## src/rtl/fetch_unit_pkg.sv

```systemverilog
// rtl/fetch_unit_pkg.sv - shared constants and state encoding for the fetch stage
package fetch_unit_pkg;

  typedef enum logic [1:0] {
    FE_IDLE = 2'd0,
    FE_WAIT = 2'd1,
    FE_HELD = 2'd2
  } fe_state_t;

  localparam logic [31:0] NOP_INSTR_DEFAULT = 32'h0000_0013;
  localparam logic [31:0] PC_INCR           = 32'd4;

endpackage

```

## src/rtl/fetch_skid.sv

```systemverilog
// rtl/fetch_skid.sv - one-entry holding register for a word returned while decode is stalled
module fetch_skid (
  input  logic        clk,
  input  logic        rst,
  input  logic        load,
  input  logic        clear,
  input  logic [31:0] load_pc,
  input  logic [31:0] load_instr,
  output logic        valid,
  output logic [31:0] pc,
  output logic [31:0] instr
);

  always_ff @(posedge clk or negedge rst) begin
    if (!rst) begin
      valid <= 1'b0;
      pc    <= 32'h0;
      instr <= 32'h0;
    end else if (clear) begin
      valid <= 1'b0;
    end else if (load) begin
      valid <= 1'b1;
      pc    <= load_pc;
      instr <= load_instr;
    end
  end

endmodule

```

## src/rtl/fetch_unit.sv

```systemverilog
// rtl/fetch_unit.sv - PC, instruction memory request, skid and FE/DE register
module fetch_unit
  import fetch_unit_pkg::*;
#(
  parameter logic [31:0] RESET_PC  = 32'h0000_0000,
  parameter logic [31:0] NOP_INSTR = NOP_INSTR_DEFAULT
) (
  input  logic        clk,
  input  logic        rst,
  input  logic        STALL_FE,
  input  logic        STALL_DE,
  input  logic        FLUSH,
  input  logic [31:0] PC_TARGET,
  output logic        IMEM_EN,
  output logic [31:0] IMEM_ADDR,
  input  logic [31:0] IMEM_RDATA,
  output logic [31:0] PC_FE,
  output logic [31:0] PC_DE,
  output logic [31:0] INSTR_DE,
  output logic        VALID_DE
);

  fe_state_t   fe_state, fe_state_nxt;
  logic [31:0] infl_pc;
  logic        stall, issue;
  logic        fd_load_mem, fd_load_skid, fd_bubble;
  logic        skid_load, skid_clear, skid_valid;
  logic [31:0] skid_pc, skid_instr;

  assign stall     = STALL_FE | STALL_DE;
  assign issue     = ~stall & ~FLUSH;
  // Gated by rst so the strobe drops the moment reset asserts, not at the next edge.
  assign IMEM_EN   = issue & rst;
  assign IMEM_ADDR = PC_FE;

  always_ff @(posedge clk or negedge rst) begin
    if (!rst) fe_state <= FE_IDLE;
    else      fe_state <= fe_state_nxt;
  end

  always_comb begin
    fe_state_nxt = fe_state;
    if (FLUSH) begin
      fe_state_nxt = FE_IDLE;
    end else begin
      case (fe_state)
        FE_IDLE: fe_state_nxt = issue ? FE_WAIT : FE_IDLE;
        FE_WAIT: fe_state_nxt = STALL_DE ? FE_HELD : (issue ? FE_WAIT : FE_IDLE);
        FE_HELD: fe_state_nxt = STALL_DE ? FE_HELD : (issue ? FE_WAIT : FE_IDLE);
        default: fe_state_nxt = FE_IDLE;
      endcase
    end
  end

  always_comb begin
    fd_load_mem  = 1'b0;
    fd_load_skid = 1'b0;
    fd_bubble    = 1'b0;
    skid_load    = 1'b0;
    skid_clear   = 1'b0;
    if (FLUSH) begin
      fd_bubble  = 1'b1;
      skid_clear = 1'b1;
    end else begin
      case (fe_state)
        FE_IDLE: fd_bubble = ~STALL_DE;
        FE_WAIT: begin
          fd_load_mem = ~STALL_DE;
          skid_load   = STALL_DE;
        end
        FE_HELD: begin
          fd_load_skid = ~STALL_DE & skid_valid;
          skid_clear   = ~STALL_DE;
        end
        default: fd_bubble = ~STALL_DE;
      endcase
    end
  end

  always_ff @(posedge clk or negedge rst) begin
    if (!rst) begin
      PC_FE   <= RESET_PC;
      infl_pc <= 32'h0;
    end else if (FLUSH) begin
      PC_FE <= PC_TARGET;
    end else if (issue) begin
      PC_FE   <= PC_FE + PC_INCR;
      infl_pc <= PC_FE;
    end
  end

  always_ff @(posedge clk or negedge rst) begin
    if (!rst) begin
      VALID_DE <= 1'b0;
      INSTR_DE <= NOP_INSTR;
      PC_DE    <= 32'h0;
    end else if (fd_bubble) begin
      VALID_DE <= 1'b0;
      INSTR_DE <= NOP_INSTR;
    end else if (fd_load_mem) begin
      VALID_DE <= 1'b1;
      INSTR_DE <= IMEM_RDATA;
      PC_DE    <= infl_pc;
    end else if (fd_load_skid) begin
      VALID_DE <= 1'b1;
      INSTR_DE <= skid_instr;
      PC_DE    <= skid_pc;
    end
  end

  fetch_skid u_skid (
    .clk        (clk),
    .rst        (rst),
    .load       (skid_load),
    .clear      (skid_clear),
    .load_pc    (infl_pc),
    .load_instr (IMEM_RDATA),
    .valid      (skid_valid),
    .pc         (skid_pc),
    .instr      (skid_instr)
  );

endmodule
```

## config.mk

```make
export PLATFORM = sky130hd
export DESIGN_NAME = fetch_unit
export DESIGN_NICKNAME = d
export VERILOG_FILES = /design/src/rtl/fetch_unit_pkg.sv /design/src/rtl/fetch_skid.sv /design/src/rtl/fetch_unit.sv
export SDC_FILE = /design/constraint.sdc
export NUM_CORES = 1
export LEC_CHECK = 0
export CORE_UTILIZATION = 51
export CTS_CLUSTER_DIAMETER = 150
export CTS_CLUSTER_SIZE = 40
export DETAILED_ROUTE_END_ITERATION = 12
export PLACE_DENSITY = 0.8
export SLEW_MARGIN = 20
export SYNTH_ARGS = -nofsm -noshare
export SYNTH_HDL_FRONTEND = slang
export SYNTH_HIERARCHICAL = 1
export SYNTH_SLANG_ARGS = --single-unit
```

## constraint.sdc

```tcl
create_clock -name clk -period 2.2 [get_ports clk]
set_input_delay 0.44 -clock clk [delete_from_list [all_inputs] [get_ports clk]]
set_output_delay 0.44 -clock clk [all_outputs]
set_load 0.02 [all_outputs]
```

==> results list, run 1 <==
- Counting flops with a built-in enable in the synthesized netlist gives 0.
- Leading cell type in the layout, fill and taps excluded: clkdlybuf4s50_1
* Final critical-path required period: between 2 and 2.5 ns
- Std-Cell Core Area: 17,300 um^2
- Gp weighted congestion: 0.801
* HPWL after detailed placement: ~14 mm
- Final slew viol count: 0
- After clock tree synthesis, the repair step resized 3 gates.
- Dividing the synthesized area by the synthesized cell count gives about 13 um^2.
- The tightest min-delay check is of the in -> async type.
- In this run the clock root is driven by a clkbuf_16.
- Hold-fix buffers, CTS: 0
- Instance area at placement: 11,400 um^2
- In this run the static leakage power is around 5 nW.
- Share of the core filled with cells in the final layout: 0.692
* Pin count of the biggest net entering global routing: 126
* First-pass DRT Iterations: 4
* Post-CTS Setup Repair Bufs: 0
- TritonCTS built the clock tree.
* Status: finished, final reports clean
- Clock sink count: about 200
- Startpoint type of the worst setup path: input pin
- The count of final hold-check violations was 0.
- Number of distinct library cells after synthesis: 42
- Mapped cell area: approximately 9000 um^2
- The clock passes through at most 2 buffers.
- Vertical die dimension: between 100 and 150 um
* Area enclosed by the die boundary: 18,300 um^2
- Setup Crit Path Kind: in -> reg
* Source-to-sink clock delay at the later pin of the worst-skew pair: about 0.43 ns
- In this run the number of H-tree levels came out at 4.
- Max Fanout on Critical Path: 18
* Endpoint arrival time on the critical path: 2.48 ns
* Routed wirelength normalized by instance count: approximately 18 um
- Pre-CTS setup slack: -0.389 ns
- Final antenna diode count: 0
* Fill cell total of the finished layout: between 1,000 and 1,500
- Quantity of I/O buffers inserted on ports: 198
- In the layout the commonest cells are clkdlybuf4s50_1 (195), dfrtp_1 (193), mux2i_1 (62).
* Clock-pin slew on the worst setup and hold paths: approximately 0.070 ns
- Setup violations remaining at the end of the flow were counted as 0.
- Startpoint of the lowest-slack register-to-register path: IMEM_ADDR[2]$_DFFE_PN0N_
- In this run the tightest slew margin relative to its limit is 0.421.
- Startpoint of the worst setup timing path: STALL_DE
* Setup Skew: 0.00960 ns
- Clock buffer count from CTS: 17
- Detailed routing inserted a total of 6,296 vias.
* Post-route standard cell area excluding fillers: about 12,000 um^2
- Vias per Instance: 5.50
- Max-cap violations: 0
- Share of flip-flops with an asynchronous set or reset after synthesis: 1.00
* Via count of the first global-routing pass: roughly 6,500
* Overall global routing resource usage: 0.237
- Row generation in the floorplan step produced 48 rows.
* Num ports: 199
- For this run, the leading register cell type out of synthesis is dfrtp_1.
- Final hold slack: 0.0986 ns
* Part of the Yosys area used for sequential elements: 0.542
* Pwr/cell area: ~750 nW/um^2
* Fraction of final layout cells sized beyond drive strength 1: 0.221
* X dimension of the die: 135 um
- The worst path meets setup with about 0.064 ns of slack.
- The net count of the finished layout is slightly below 1,000.
- Synthesis produced a netlist with a net count of between 700 and 800.
- Share of the clock period used by the worst path: 0.971
- Unrepaired setup endpoints after global routing: false
- Cells after Synth: 712
- Critical Path End Type: flip-flop
- Max Clk Rate: about 470 MHz
- Worst voltage drop across the vdd grid: about 0.00053 V
- The detailed router finished its first iteration with 302 violations.
* Area growth from synthesis to layout: 32.1%
* Number of remaining DRC errors: 0
- Number of flip-flops and latches in the synthesized netlist: 196
- Number of warning messages in the yosys log: 6
* Starting Density: 0.524
- WL final: about 21 mm
* GR Overflow Total: 0
* Wire length of the first global-routing pass: around 34 mm
* Antenna violation net count after detailed routing: 0
- The number of antenna violations at the first check in global routing came to 0.
* Data required time of the critical path: roughly 2.5 ns
- For the pin with the worst max-slew slack, the measured transition is approximately 0.87 ns.
* Total power consumption of the routed design: approximately 9.0 mW
-- Yosys cell counts, types with 3 or more instances --
cell	instances	area [um^2]
a31oi_1	13	81.3
buf_1	4	15.0
buf_12	7	140
buf_2	5	25.0
buf_4	32	240
clkbuf_1	30	113
dfrtp_1	193	4830
dfstp_2	3	78.8
ha_1	5	62.6
inv_1	9	33.8
mux2_2	41	462
mux2_4	60	901
mux2i_1	62	621
nand2_1	59	221
nand3_1	12	60.1
nand4_1	7	43.8
nor2_1	19	71.3
nor3_1	5	25.0
o211ai_1	4	30.0
o21ai_0	49	245
o2bb2ai_1	29	254
o31ai_1	10	75.1
o32a_1	3	30.0
or3_1	3	18.8
or4_1	17	128
xnor2_1	7	61.3
xor2_1	4	35.0
-- critical path: stages --
cell and delay, ns:
clkdlybuf4s50_1 0.42, nand4bb_4 0.26, or4_1 0.50, buf_6 0.18, or4_1 0.49, a31oi_1 0.19
-- kinds of logic after synthesis --
| group | share of synthesized area |
|---|---|
| compound gates | 0.0820 |
| xor+xnor | 0.0106 |
| simple gates | 0.0762 |
| mux | 0.219 |
| buf+inv | 0.0638 |
| flops | 0.542 |
| fa+ha+maj | 0.00690 |
-- report_power, final --
group | switching, mW | leakage, nW | total (mW) | internal, mW
registers | 0.326 | 2.53 | 4.40 | 4.07
clock network | 1.31 | 0.250 | 2.83 | 1.52
logic | 0.730 | 2.16 | 1.74 | 1.01
-- flip-flops by register name, indices dropped and copies added (netlist names) --
| name | cells |
|---|---|
| INSTR_DE | 32 |
| u_skid/instr | 32 |
| IMEM_ADDR | 32 |
| fe_state | 2 |
| u_skid/pc | 32 |
| u_skid/valid | 1 |
| infl_pc | 32 |
| PC_DE | 32 |
| VALID_DE | 1 |
-- path summary, 6_finish.rpt --
path	end	slack, ns	cells past startpoint
max	IMEM_ADDR[26]$_DFFE_PN0N_	0.06	6
min	u_skid/instr[10]$_DFFE_PN0P_	0.1	2
max reg2reg	IMEM_ADDR[26]$_DFFE_PN0N_	0.13	6
min reg2reg	PC_DE[0]$_DFFE_PN0P_	0.48	2
max in group asynchronous	IMEM_ADDR[29]$_DFFE_PN0N_	1.36	2
min in group clk	IMEM_ADDR[0]$_DFFE_PN0P_	0.42	2
-- metrics by stage --
| stage | instances | setup TNS [ns] |
|---|---|---|
| after global placement | 1115 | -10.42 |
| after CTS | 1145 | 0 |
| after global routing | 1145 | 0 |
| final | 1145 | 0 |
| after detailed placement | 1115 | -14.15 |
| after floorplan | 712 | 0 |
-- layout make-up --
cell class	instances	area (um^2)	area share
sequential	196	4910	0.410
multi-input combinational	428	3620	0.302
timing repair buffer	257	2600	0.217
clock buffer	22	474	0.0396
clock inverter	8	53.8	0.00449
tap	225	282	0.0235
inverter	9	33.8	0.00282
-- metal layers --
layer  vias up  GRT usage  share of wire
li1       2928          -              -
met1      3146      0.326           0.46
met2       196      0.379           0.48
met3        26     0.0415          0.048
met4         0     0.0836          0.017
met5         -          0              0
(Power assumes the default switching activity.)
==> run 2: changes to the inputs <==
Settings changed: CORE_ASPECT_RATIO from default to 2, CORE_MARGIN from default to 3.
==> run 2 against run 1 <==
The flow now finishes with violations (negative hold slack). Design area up 0.74%. Worst hold slack got worse by 0.10 ns. Non-clock buffer count grew 3. Register-to-register slack got worse by 0.06 ns. Power increased by 4.9%. Routed wire length increased by 11%. Global-route usage shrank 0.40 points. Clock-buffer cell count fell by 3. Critical path type is now reg -> reg. Critical endpoint is now IMEM_ADDR[22]$_DFFE_PN0N_. Largest power group unchanged.
==> results list, run 2 (synthesis gave the netlist of run 1 again) <==
- The flow ran to the end, but the final reports show violations.
- The checks that failed: negative hold slack.
- Psw: 2.48 mW (+5.0%)
- Final critical-path required period: 2.13 ns (-0.00992 ns)
- The total placed instance area was 11,300 um^2 (-1.1%).
* Power share of the combinational group: 0.187 (-0.007)
- Gp weighted congestion: 0.809 (+1.0%)
- The clock-pin slew on the worst setup and hold paths came to 0.07 ns (about the same).
* Worst reg-to-reg setup slack: 0.07 ns (-0.06 ns)
- The depth of the CTS H-tree was 4 (unchanged).
- Count of vias placed by the detailed router: 6,432 (+2.2%)
- The global-route wire length before repair is 35.7 mm (+6.4%).
- Broken down by cell family, the worst path's largest delay share belongs to simple AND/OR/NAND/NOR gates.
- Total number of placement rows: 68 (+42%)
- The clock power share is 0.344 (+0.028).
- Sequential power share: 0.469 (-0.022)
* Max Fanout on Critical Path: 7 (-11)
* Pwr/cell area: 780 nW/um^2 (+4.1%)
- Max transition margin: 0.517 (+0.0963)
- WL final: 22.8 mm (+11%)
- Number of hold-slack violations in the final timing report: 1 (+1)
* CTS tree: built
* Fill cell total of the finished layout: 1,223 (-1.7%)
- Worst Tran Pin Value: 0.724 ns (-0.144 ns)
- Slowest library cell on the worst path: or4_4
- The internal power came to 6.93 mW (+4.9%).
- Vias per Instance: 5.66 (+3.0%)
- The count of placed standard cells in the final layout, fillers left out is 1,136 (-0.79%).
- The number of buffers added on ports was 198 (unchanged).
- The I/O pin total was 199 (unchanged).
* Max-cap violations: 0 (unchanged)
- The clock tree buffer depth came to 2 (unchanged).
* Static leakage power: 5.01 nW (+1.6%)
- Reg-to-Reg End: IMEM_ADDR[22]$_DFFE_PN0N_
- Starting Density: 0.522 (-0.00181)
* Via count of the first global-routing pass: 6,742 (+3.7%)
* Finish-stage setup viols: 0 (unchanged)
* Source-to-sink clock delay at the later pin of the worst-skew pair: 0.43 ns (about the same)
* First-pass DRT Iterations: 4 (unchanged)
- Number of instances in the placed design: 1,095 (-1.8%)
- The number of routed nets with antenna violations was 0 (unchanged).
- HPWL after detailed placement: 15.2 mm (+8.0%)
- The required time at the endpoint of the critical path came to 2.55 ns (about the same).
* Hold-fix buffers, CTS: 0 (unchanged)
- The worst reg2reg path depth is 5 (-1).
- Setup repair after global routing left no endpoint under its margin.
- Setup TNS: 0 ns (unchanged)
- Vertical die dimension: 195 um (+44%)
* X dimension of the die: 100 um (-26%)
- Number of antenna violations at the first check in global routing: 1 (+1)
* Hold WC Path Type: in -> async
- The share of final-layout standard cells stronger than drive strength 1 was 0.230 (+0.00962).
- Max stage delay on crit path: 0.63 ns (+0.13 ns)
- The worst hold slack is -0.00382 ns (-0.102 ns).
- Initial detailed-routing violation count: 275 (-8.9%)
- Walking the worst path, the cells encountered are nand4_1 > or4_4 > buf_8 > or4_4 > a31oi_2.
* Critical Path End Type: flip-flop
- Overall global routing resource usage: 0.233 (-0.00405)
* Post-route standard cell area excluding fillers: 12,100 um^2 (+0.74%)
- Startpoint type of the worst setup path: flip-flop
* Pin count of the biggest net entering global routing: 197 (+56%)
- Final slew viol count: 0 (unchanged)
- GR Overflow Total: 0 (unchanged)
* Routed wirelength normalized by instance count: 20.0 um (+12%)
- CP Buf/Inv Count: 1 (-1)
- Cell seen most often among critical-path stages: or4_4
- The worst register-to-register path begins at IMEM_ADDR[8]$_DFFE_PN0N_.
- Setup Skew: 0.00964 ns (+0.0000490 ns)
- Setup Crit Path Kind: reg -> reg
* Worst voltage drop across the vdd grid: 0.000499 V (-6.4%)
- The floorplan die area is 19,500 um^2 (+6.5%).
- Endpoint arrival time on the critical path: 2.48 ns (about the same)
- From synthesis to final layout, the design area changed by 33.1%.
- The number of DRC violations after detailed routing is 0 (unchanged).
* Clock sink count: 196 (unchanged)
* Commonest non-fill, non-tap cells in the layout: dfrtp_1 (193), clkdlybuf4s50_1 (193), mux2i_1 (62)
- The number of nets in the layout came to 986 (+0.31%).
- Std-Cell Core Area: 17,400 um^2 (+0.35%)
- In this run the clock root is driven by a clkbuf_16.
- The most critical setup path has its startpoint at IMEM_ADDR[8]$_DFFE_PN0N_.
- The final period utilization was 0.966 (-0.00451).
* Clock buffer count from CTS: 17 (unchanged)
- Max Clk Rate: 470 MHz (+0.47%)
* Fraction of power spent switching nets: 0.264 (about the same)
[run 2: cell types whose count changed in the layout (fill, tap and decap cells not counted), sizes merged]
cell           change
clkinvlp           -1
clkdlybuf4s50      -2
buf                +3
clkbuf             -3
diode              +1
dlymetal6s2s       +2
bufinv             +3
inv                +3
[run 2: area by class of cell]
cell class              count  area (um^2)  area share
inverters                   9         33.8     0.00280
well taps                 210          263      0.0218
clock inverters            13          171      0.0142
flip-flops and latches    196         4910       0.407
repair buffers            260         2610       0.216
multi-input cells         428         3630       0.301
diodes                      1         2.50    0.000208
clock buffers              19          443      0.0367
[run 2: power groups by stage]
| stage | combinational [mW] | clock [mW] | sequential (mW) |
|---|---|---|---|
| 2_1_floorplan | 0.961 | 0 | 4.50 |
| 3_3_place_gp | 1.69 | 0 | 4.42 |
| 3_5_place_dp | 1.73 | 0 | 4.46 |
| 4_1_cts | 1.75 | 3.31 | 4.40 |
| 5_1_grt | 1.89 | 3.45 | 4.47 |
| 6_report | 1.76 | 3.24 | 4.41 |
[run 2: per-layer routing]
metal  vias up  GRT usage  share of wire
li1       2923          -              -
met1      3267      0.274           0.38
met2       197      0.414           0.55
met3        45     0.0363          0.038
met4         0     0.0970          0.034
met5         -          0              0
[run 2: worst max-delay path by stage]
stage | end | slack [ns] | depth (start not counted)
2_1_floorplan | IMEM_ADDR[22]$_DFFE_PN0N_ | 0.004 | 7
3_3_place_gp | IMEM_ADDR[22]$_DFFE_PN0N_ | -0.34 | 6
3_5_place_dp | IMEM_ADDR[22]$_DFFE_PN0N_ | -0.42 | 6
4_1_cts | IMEM_ADDR[22]$_DFFE_PN0N_ | 0.02 | 6
5_1_grt | IMEM_ADDR[22]$_DFFE_PN0N_ | 0.008 | 5
6_report | IMEM_ADDR[22]$_DFFE_PN0N_ | 0.07 | 5
[run 2: repair_timing]
item | 4_1_cts | 5_1_grt
setup buffers | 0 | 6
gates resized for setup | 1 | 10
pin swaps | 0 | 4
setup endpoints to repair | 1 | 6
cloned | 0 | 1
[run 2: stage by stage]
stage	util	setup slack, ns	power [mW]
global placement	0.651	-0.344	6.12
detailed placement	0.651	-0.419	6.19
finish	0.695	0.0738	9.41
CTS	0.686	0.0250	9.47
global route	0.695	0.00823	9.81
floorplan	-	0.00429	5.46
